`config.mk`:
```
export PLATFORM = sky130hd
export DESIGN_NAME = regfile_wb_arbiter_flat
export DESIGN_NICKNAME = d
export VERILOG_FILES = /design/src/rtl/rv32_pkg.sv /design/src/rtl/regfile_wb_arbiter_if.sv /design/src/rtl/rr_arbiter.sv /design/src/rtl/regfile_wb_arbiter.sv /design/src/flat_wrapper.sv
export SDC_FILE = /design/constraint.sdc
export NUM_CORES = 1
export LEC_CHECK = 0
export ABC_AREA = 1
export ABC_CLOCK_PERIOD_IN_PS = 3700
export CAP_MARGIN = 0
export CORE_MARGIN = 4
export CORE_UTILIZATION = 37
export DETAILED_ROUTE_END_ITERATION = 12
export PLACE_DENSITY = 0.93
export SLEW_MARGIN = 10
export SYNTH_ARGS = -nofsm -noshare
export SYNTH_HDL_FRONTEND = slang
export SYNTH_HIERARCHICAL = 1
export SYNTH_SLANG_ARGS = --single-unit
```
`constraint.sdc`:
```
create_clock -name clk -period 3.7 [get_ports clk]
set_clock_uncertainty 0.15 [all_clocks]
set_input_delay 0.37 -clock clk [delete_from_list [all_inputs] [get_ports clk]]
set_output_delay 0.37 -clock clk [all_outputs]
set_load 0.005 [all_outputs]
```
`src/rtl/rv32_pkg.sv`:
```
// Shared RV32 register-file constants, writeback requester indices and the
// writeback request record used by the writeback arbiter.
package rv32_pkg;

  localparam int XLEN              = 32;
  localparam int REG_FILE_DEPTH    = 32;
  localparam int REG_FILE_ADDR_LEN = $clog2(REG_FILE_DEPTH);

  localparam int REQ_ALU = 0;
  localparam int REQ_LSU = 1;
  localparam int REQ_CSR = 2;

  typedef struct packed {
    logic [REG_FILE_ADDR_LEN-1:0] addr;
    logic [XLEN-1:0]              data;
  } wb_req_t;

  // Round-robin successor of idx among n requesters.
  function automatic int rr_next(input int idx, input int n);
    return (idx + 1 >= n) ? 0 : idx + 1;
  endfunction

endpackage

```
`src/rtl/regfile_wb_arbiter_if.sv`:
```
// Writeback bus: per-requester valid/ready/addr/data handshakes on the
// execute side and the registered write port on the register-file side.
interface regfile_wb_arbiter_if
  import rv32_pkg::*;
#(
  parameter int NUM_REQ = 3
) ();

  logic [NUM_REQ-1:0]                   req_valid;
  logic [NUM_REQ-1:0]                   req_ready;
  logic [NUM_REQ*REG_FILE_ADDR_LEN-1:0] req_addr;
  logic [NUM_REQ*XLEN-1:0]              req_data;
  logic                                 wr_en;
  logic [REG_FILE_ADDR_LEN-1:0]         wr_addr;
  logic [XLEN-1:0]                      wr_data;

  modport master (
    output req_valid, req_addr, req_data,
    input  req_ready, wr_en, wr_addr, wr_data
  );

  modport slave (
    input  req_valid, req_addr, req_data,
    output req_ready, wr_en, wr_addr, wr_data
  );

endinterface

```
`src/rtl/rr_arbiter.sv`:
```
// Combinational round-robin arbiter: scans from rr_ptr upward (wrapping) and
// grants the first valid requester unless hold is asserted.
module rr_arbiter #(
  parameter  int NUM_REQ = 3,
  localparam int IDX_W   = $clog2(NUM_REQ)
) (
  input  logic [NUM_REQ-1:0] req,
  input  logic [IDX_W-1:0]   rr_ptr,
  input  logic               hold,
  output logic [NUM_REQ-1:0] grant,
  output logic [IDX_W-1:0]   grant_idx,
  output logic               grant_vld
);

  always_comb begin
    int               idx;
    logic [IDX_W-1:0] idx_s;
    idx       = 0;
    idx_s     = '0;
    grant     = '0;
    grant_idx = '0;
    grant_vld = 1'b0;
    if (!hold) begin
      for (int k = 0; k < NUM_REQ; k++) begin
        idx = int'(rr_ptr) + k;
        if (idx >= NUM_REQ) idx = idx - NUM_REQ;
        idx_s = IDX_W'(idx);
        if (!grant_vld && req[idx_s]) begin
          grant[idx_s] = 1'b1;
          grant_idx    = idx_s;
          grant_vld    = 1'b1;
        end
      end
    end
  end

endmodule

```
`src/rtl/regfile_wb_arbiter.sv`:
```
// Writeback arbiter for the single register-file write port: round-robin grant
// plus a one-entry registered writeback stage. Define WB_BYPASS_EN to add the
// rs1/rs2 bypass compares against the writeback stage.
module regfile_wb_arbiter
  import rv32_pkg::*;
#(
  parameter int NUM_REQ = 3
) (
  input  logic                         clk,
  input  logic                         reset,
  input  logic                         wb_hold,
`ifdef WB_BYPASS_EN
  input  logic [REG_FILE_ADDR_LEN-1:0] rs1,
  input  logic [REG_FILE_ADDR_LEN-1:0] rs2,
  output logic                         byp_hit_1,
  output logic                         byp_hit_2,
  output logic [XLEN-1:0]              byp_data_1,
  output logic [XLEN-1:0]              byp_data_2,
`endif
  regfile_wb_arbiter_if.slave          bus
);

  localparam int IDX_W = $clog2(NUM_REQ);

  logic [IDX_W-1:0]             rr_ptr;
  logic [NUM_REQ-1:0]           grant;
  logic [IDX_W-1:0]             grant_idx;
  logic                         grant_vld;
  wb_req_t                      reqs [NUM_REQ];
  wb_req_t                      sel;

  logic                         wb_vld_p1;
  logic [REG_FILE_ADDR_LEN-1:0] wb_addr_p1;
  logic [XLEN-1:0]              wb_data_p1;

  for (genvar i = 0; i < NUM_REQ; i++) begin : g_unpack
    assign reqs[i].addr = bus.req_addr[i*REG_FILE_ADDR_LEN +: REG_FILE_ADDR_LEN];
    assign reqs[i].data = bus.req_data[i*XLEN +: XLEN];
  end

  // Reset doubles as a hold so no request is accepted while it is asserted.
  rr_arbiter #(
    .NUM_REQ (NUM_REQ)
  ) u_arb (
    .req       (bus.req_valid),
    .rr_ptr    (rr_ptr),
    .hold      (wb_hold | reset),
    .grant     (grant),
    .grant_idx (grant_idx),
    .grant_vld (grant_vld)
  );

  assign bus.req_ready = grant;
  assign sel           = reqs[grant_idx];

  // Stage p1: registered writeback; x0 writes are consumed without wr_en.
  always_ff @(posedge clk) begin
    if (reset) begin
      rr_ptr     <= '0;
      wb_vld_p1  <= 1'b0;
      wb_addr_p1 <= '0;
      wb_data_p1 <= '0;
    end else begin
      wb_vld_p1 <= 1'b0;
      if (grant_vld) begin
        rr_ptr     <= IDX_W'(rr_next(int'(grant_idx), NUM_REQ));
        wb_vld_p1  <= (sel.addr != '0);
        wb_addr_p1 <= sel.addr;
        wb_data_p1 <= sel.data;
      end
    end
  end

  assign bus.wr_en   = wb_vld_p1;
  assign bus.wr_addr = wb_addr_p1;
  assign bus.wr_data = wb_data_p1;

`ifdef WB_BYPASS_EN
  // Covers the cycle where the register file still returns the stale value.
  assign byp_hit_1  = wb_vld_p1 && (wb_addr_p1 == rs1) && (rs1 != '0);
  assign byp_hit_2  = wb_vld_p1 && (wb_addr_p1 == rs2) && (rs2 != '0);
  assign byp_data_1 = wb_data_p1;
  assign byp_data_2 = wb_data_p1;
`endif

endmodule
```
`src/flat_wrapper.sv`:
```
// flat-port wrapper written by rule: the top's interface ports become plain ports
module regfile_wb_arbiter_flat import rv32_pkg::*;
#(
  parameter int NUM_REQ = 3
)
  (clk, reset, wb_hold, bus_req_valid, bus_req_addr, bus_req_data, bus_req_ready, bus_wr_en, bus_wr_addr, bus_wr_data);
  regfile_wb_arbiter_if #(.NUM_REQ(NUM_REQ)) bus_i ();
  input  logic clk;
  input  logic reset;
  input  logic wb_hold;
  input wire logic [$bits(bus_i.req_valid)-1:0] bus_req_valid;
  input wire logic [$bits(bus_i.req_addr)-1:0] bus_req_addr;
  input wire logic [$bits(bus_i.req_data)-1:0] bus_req_data;
  output wire logic [$bits(bus_i.req_ready)-1:0] bus_req_ready;
  output wire logic [$bits(bus_i.wr_en)-1:0] bus_wr_en;
  output wire logic [$bits(bus_i.wr_addr)-1:0] bus_wr_addr;
  output wire logic [$bits(bus_i.wr_data)-1:0] bus_wr_data;
  assign bus_i.req_valid = bus_req_valid;
  assign bus_i.req_addr = bus_req_addr;
  assign bus_i.req_data = bus_req_data;
  assign bus_req_ready = bus_i.req_ready;
  assign bus_wr_en = bus_i.wr_en;
  assign bus_wr_addr = bus_i.wr_addr;
  assign bus_wr_data = bus_i.wr_data;
  regfile_wb_arbiter #(.NUM_REQ(NUM_REQ)) u_core (.clk(clk), .reset(reset), .wb_hold(wb_hold), .bus(bus_i));
endmodule
```
### Word level (Yosys, flattened, before mapping)

Index checks and enable logic that the tools add are counted.

* output and inout port bits: 41
* word-level logic and storage cells: 73
* register bits after elaboration: 40

* reductions and logical operators: 9
* order comparisons: 11
* muxes and demuxes: 38
* bitwise logic cells: 5
* $add $sub $neg: 6

Operators with widths (count)
* 37-bit binary-select mux with 2-bit select: 1
* 37-bit 2-to-1 mux: 2
* 2-bit 2-to-1 mux: 11
* 3-bit 2-to-1 mux: 6
* 1-bit 2-to-1 mux: 12
* 3-bit by 2-bit greater-or-equal comparator with 1-bit output, second input constant: 3
* 2-bit by 3-bit < comparator with 1-bit output, second input constant: 3
* 2-bit by 1-bit adder with 3-bit output, second input constant: 2
* 1-bit binary-select mux with 2-bit select: 3
* 1-bit demux with 2-bit select: 3
* 2-bit by 1-bit greater-or-equal comparator with 1-bit output, second input constant: 3
* 3-bit bitwise OR: 2
* 2-bit subtractor, second input constant: 3
* 1-bit logical AND: 5
* 5-bit nonzero test: 1
* 2-bit by 2-bit adder with 3-bit output, second input constant: 1
* 3-bit greater-or-equal comparator, second input constant: 1
* 2-bit NOT with 3-bit output: 1
* 2-bit greater-or-equal comparator, second input constant: 1
* 1-bit logical NOT: 2
* 2-bit OR reduction: 1
* 1-bit NOT: 1
* 1-bit bitwise OR: 1

### Longest topological paths before layout

* word-level depth: 20
* mapped depth: 19

### Modules after synthesis

The synthesis kept the hierarchy.

By module, submodules not included
* regfile_wb_arbiter: cells each 294, times used 1, area an instance 2034.5 um2
* rr_arbiter: cells each 73, times used 1, area an instance 417.9 um2

### Worst setup path before layout

OpenSTA, ideal clock, no wires.

* path kind: register to register
* from: register u_core.rr_ptr[0]
* to: register u_core.wb_data_p1[14], in the netlist u_core/bus.wr_data[14]
* arrival time: 2.264 ns
* clock period less this slack: 2.538 ns
* required time: 3.426 ns
* stages on the path, launching flop included: 15
* setup time: 0.124 ns
* setup slack: 1.162 ns
* cell sequence: dfxtp_1 > inv_1 > ha_1 > buf_4 > nand2_1 > nand3_1 > nand2_2 > nand4_1 > a21oi_1 > inv_2 > nand2_2 > inv_2 > buf_2 > a21oi_1 > a31oi_1

* word-level cells in the longest chain between the ends: 19
* elaborated cells between the ends (all ways): 38
* those cells by class: add/sub (5); order compare (3); mux (25); bitwise (1); reduce/logical (4)

RTL lines
* start, declared: RTL line regfile_wb_arbiter.sv:25 `logic [IDX_W-1:0] rr_ptr;`
* start signal, assigned: RTL line regfile_wb_arbiter.sv:66 `rr_ptr <= IDX_W'(rr_next(int'(grant_idx), NUM_REQ));`
* branches (longest 13 deep; another with 2-bit by 1-bit adder with 3-bit output)
* 2-bit 2-to-1 mux *: RTL line rr_arbiter.sv:28 `if (!grant_vld && req[idx_s]) begin`
* 2-bit 2-to-1 mux *: RTL line rr_arbiter.sv:23 `if (!hold) begin`
* net u_core.grant_idx[1]: RTL line regfile_wb_arbiter.sv:27 `logic [IDX_W-1:0] grant_idx;`
* 2-bit NOT with 3-bit output (implied by the code) *: RTL line regfile_wb_arbiter.sv:54 `assign sel = reqs[grant_idx];`
* 37-bit binary-select mux with 2-bit select *: RTL line regfile_wb_arbiter.sv:54
* 37-bit 2-to-1 mux (implied by the code) * (2 in series): RTL line regfile_wb_arbiter.sv:54
* end signal, assigned: RTL line regfile_wb_arbiter.sv:69 `wb_data_p1 <= sel.data;`
* end, declared: RTL line regfile_wb_arbiter.sv:34 `logic [XLEN-1:0] wb_data_p1;`

Mark *: on every way through the listed nets, which the timed path passes. The select of a mux whose other input is x is not followed.
A chain may end at the register's enable or synchronous reset.

### Final worst setup path

* from: register u_core.rr_ptr[0]
* to: register u_core.wb_data_p1[15], in the netlist u_core/bus.wr_data[15]

The elaborated chain is that of the path after synthesis.

==> PnR_summary.wiki <==
{| class="wikitable"
! Metric !! Value
|-
| WP data arrival || 3340 ps
|-
| Flop2flop setup slack || 420 ps
|-
| Overall fraction of global-route tracks in use || 0.2088
|-
| Overall die area || 7994 µm²
|-
| Initial core utilization || 0.3840
|-
| Portion of the post-synthesis area used by sequential elements || 0.3265
|-
| Clock tree root buffer cell || sky130_fd_sc_hd__clkbuf_8
|-
| Count of buffers inserted at the top-level ports || 157
|-
| Per-cell routed wire length || 15.49 µm
|-
| Clock slew seen by the registers of the worst setup and hold paths || 80 ps
|-
| Worst-path maximum fanout || 21
|-
| Setup Viol. Count Final || 0
|-
| Syn. warnings || 6
|-
| Leak Pwr || 1.567 nW
|-
| Final weighted congestion of routability-driven global placement || 0.8851
|-
| Total number of nets in the final design || 631
|-
| Bufs and invs on worst path || 4
|-
| Placed wire-length estimate after detailed placement || 6928 µm
|-
| CP max stage delay || 520 ps
|-
| Final global-route overflow total || 0
|-
| Pin count of the biggest net entering global routing || 56
|-
| Cell accounting for the most synthesized area || sky130_fd_sc_hd__dfxtp_1
|-
| Count leader, synth || sky130_fd_sc_hd__nand2_1
|-
| TritonCTS clock tree || done
|-
| Commonest cells post-synth || sky130_fd_sc_hd__nand2_1, sky130_fd_sc_hd__a31oi_1, sky130_fd_sc_hd__dfxtp_1, sky130_fd_sc_hd__nand3_1, sky130_fd_sc_hd__nor2_1
|-
| Critical path depth in cells || 13
|-
| Antenna violations before repair || 0
|-
| Number of antenna cells inserted || 0
|-
| Worst skew pair latency || 290 ps
|-
| Uppermost layer routed || met4
|-
| Htree depth || 2
|-
| Category of the worst setup path launch point || flop
|-
| Number of pins exceeding their max-slew limit in the final report || 0
|-
| Met3 wire len || 1025 µm
|-
| Number of buffers added by the clock tree synthesis step || 5
|-
| Final-report hold violation count || 0
|-
| Launching instance or port of the critical path || u_core/rr_ptr[0]
|-
| Actual transition at the worst max-transition pin || 759.2 ps
|-
| Remaining number of nets flagged by the antenna check after routing || 0
|-
| Post-Syn Instances || 367
|-
| Die height || 89.41 µm
|-
| Via-per-instance ratio || 5.338
|-
| Max capacitance violation total || 0
|-
| Synth-to-layout area growth || 67.86%
|-
| Power Dens Cells || 327.2 nW/µm²
|-
| Achievable clock frequency || 305.2 MHz
|-
| Drt initial violations || 171
|-
| Seq cells post-synth || 40
|-
| Count of flip-flops with a built-in enable after synthesis || 0
|-
| Netlist area before placement || 2452 µm²
|-
| CP endpoint kind || flop
|-
| Share of synthesized flip-flops with an asynchronous set or reset || 0
|-
| Met2 wire length || 4751 µm
|-
| R2R Path Start || u_core/rr_ptr[0]
|-
| Hold buffers post-CTS || 0
|-
| Overall die width || 89.41 µm
|-
| Distinct cell type count after synthesis || 27
|-
| Fin crit period || 3276 ps
|-
| Worst-case vdd ir drop || 190.1 µV
|-
| Global-route wire length before repair || 13,140 µm
|-
| Standard-cell row count || 29
|-
| Boundary Pins || 158
|-
| Vias in the first global route || 2,938
|-
| Net count of the mapped netlist || 488
|-
| Delay-heaviest family, CP || compound AO/OA/AOI/OAI gates
|-
| Final setup slack of the worst path || 423.5 ps
|-
| Routed WL || 9106 µm
|-
| Average cell area after synthesis || 6.682 µm²
|-
| Accumulated negative setup slack || 0 ps
|-
| Slowest stage cell, crit path || sky130_fd_sc_hd__a21oi_1
|-
| Worst slew margin relative to its limit || 0.4933
|-
| DR pass1 iterations || 5
|-
| Dominant register cell in the synthesized netlist || sky130_fd_sc_hd__dfxtp_1
|-
| Residual DRC || 0
|-
| RSZ-0062 raised after global routing || false
|-
| Total of cells resized after clock tree synthesis || 0
|-
| Capture point of the worst path || u_core/bus.wr_data[15]
|-
| Status || finished clean
|-
| Required time reported for the critical path endpoint || 3760 ps
|-
| Area contributors post-synth || sky130_fd_sc_hd__dfxtp_1, sky130_fd_sc_hd__nand2_1, sky130_fd_sc_hd__a31oi_1
|-
| Fraction of layout instances using a drive strength above 1 || 0.06654
|-
| Minimum setup slack after placement || 413.8 ps
|-
| WL met1 || 3211 µm
|-
| End of the worst register-to-register path || u_core/bus.wr_data[15]
|-
| Path depth of the worst reg2reg path || 13
|-
| TritonCTS sink count || 40
|-
| Post-synth top area share || 0.3265
|-
| CP Class || flop to flop
|-
| Final Cycle Share || 0.8855
|-
| Floorplan Core Area || 6386 µm²
|-
| Hold WC Path Type || flop to flop
|-
| List of cells traversed by the critical path || inv_1 > ha_1 > inv_2 > nand2_1 > nand3_1 > nand2_2 > nand4_1 > a21oi_1 > inv_2 > nor2_4 > buf_4 > a31oi_1 > a31oi_1
|-
| Post-CTS setup repair buffer count || 0
|-
| Clock Tree Buf Depth || 2
|-
| DR vias || 3,139
|}
[placed cells by master, fill, tap and decap left out]
cell type                         Yosys  final
sky130_fd_sc_hd__nor2_4               2      2
sky130_fd_sc_hd__nor3_1               1      1
sky130_fd_sc_hd__or2_2                1      1
sky130_fd_sc_hd__o21ai_0             27     27
sky130_fd_sc_hd__nand2_2              4      4
sky130_fd_sc_hd__nand3_4              2      2
sky130_fd_sc_hd__bufinv_16            0      1
sky130_fd_sc_hd__a21oi_1             29     29
sky130_fd_sc_hd__clkinv_2             0      1
sky130_fd_sc_hd__buf_4                6      3
sky130_fd_sc_hd__nor2_2               2      2
sky130_fd_sc_hd__clkdlybuf4s50_1      0    157
sky130_fd_sc_hd__nand3_2              2      2
sky130_fd_sc_hd__nand4_1              1      1
sky130_fd_sc_hd__buf_12               0      1
sky130_fd_sc_hd__nand2_4              2      2
sky130_fd_sc_hd__nand3_1             38     38
sky130_fd_sc_hd__dfxtp_1             40     40
sky130_fd_sc_hd__clkbuf_8             0      5
sky130_fd_sc_hd__o21ai_1              2      2
sky130_fd_sc_hd__inv_2                5      6
sky130_fd_sc_hd__inv_4                1      1
sky130_fd_sc_hd__nand2_1             74     74
sky130_fd_sc_hd__nor2_1              31     31
sky130_fd_sc_hd__clkbuf_1             7      1
sky130_fd_sc_hd__o21ai_2              1      1
sky130_fd_sc_hd__inv_1               29     28
sky130_fd_sc_hd__ha_1                 4      4
sky130_fd_sc_hd__a31oi_1             44     44
[tightest hold or removal path: cells and delay by family, from the launching register on]
family | cells | cell delay, ps
DFF | 1 | 340
and+or+nand+nor | 1 | 70
AOI/OAI and AO/OA | 1 | 60
[where the power goes]
| group | switching, W | internal [W] | total (W) |
|---|---|---|---|
| combinational | 0.000238 | 0.000257 | 0.000495 |
| clock | 0.000159 | 0.000200 | 0.000360 |
| sequential | 0.0000213 | 0.000471 | 0.000492 |
| total | 0.000418 | 0.000929 | 0.00135 |
[cell families after synthesis]
group	count (synthesis)	share of synthesized area
buffers and inverters	60	0.1173
AND/OR/NAND/NOR	160	0.3015
flip-flops	40	0.3265
AO/OA/AOI/OAI	103	0.2342
adder cells (fa/ha/maj)	4	0.02041
[area by class of cell]
class	instances	area [µm²]
Inverter	35	133.9
Clock buffer	6	72.57
Fill cell	548	2270
Clock inverter	2	35.03
Sequential cell	40	800.8
Tap cell	77	96.34
Timing Repair Buffer	161	1614
Multi-Input combinational cell	267	1364
[routing by layer]
metal,up-vias,global-route usage
met1,1428,0.2235
li1,1527,-
met2,169,0.3958
met4,0,0.06766
met3,15,0.05253
met5,-,0
[worst min-delay path by stage]
stage | start | cells past startpoint | slack [ps] | endpoint
finish | u_core/rr_ptr[0] | 2 | 370 | u_core/rr_ptr[0]
global route | u_core/bus.wr_addr[4] | 2 | 410 | u_core/bus.wr_addr[4]
CTS | u_core/rr_ptr[0] | 2 | 370 | u_core/rr_ptr[0]
detailed placement | u_core/rr_ptr[0] | 2 | 360 | u_core/rr_ptr[0]
global placement | u_core/rr_ptr[0] | 2 | 340 | u_core/rr_ptr[0]
floorplan | reset | 1 | 290 | u_core/bus.wr_data[8]
[stage by stage]
stage / std cells / hold WS (ps) / total power (W) / util / instance area [µm²]
after floorplan: 367 / 289.4 / 0.0007434 / - / 2452
after global placement: 580 / 341.5 / 0.0009815 / 0.6277 / 4009
after detailed placement: 580 / 359.2 / 0.0009928 / 0.6277 / 4009
after CTS: 588 / 370.7 / 0.001347 / 0.6446 / 4116
after global routing: 588 / 405.6 / 0.001412 / 0.6446 / 4116
final: 588 / 366.0 / 0.001347 / 0.6446 / 4116
[flip-flops by register name, indices dropped and copies added, names as in the netlist]
| name | count |
|---|---|
| u_core/bus.wr_addr | 5 |
| u_core/bus.wr_en | 1 |
| u_core/bus.wr_data | 32 |
| u_core/rr_ptr | 2 |
No activity file was read; power rests on OpenSTA's default activity.
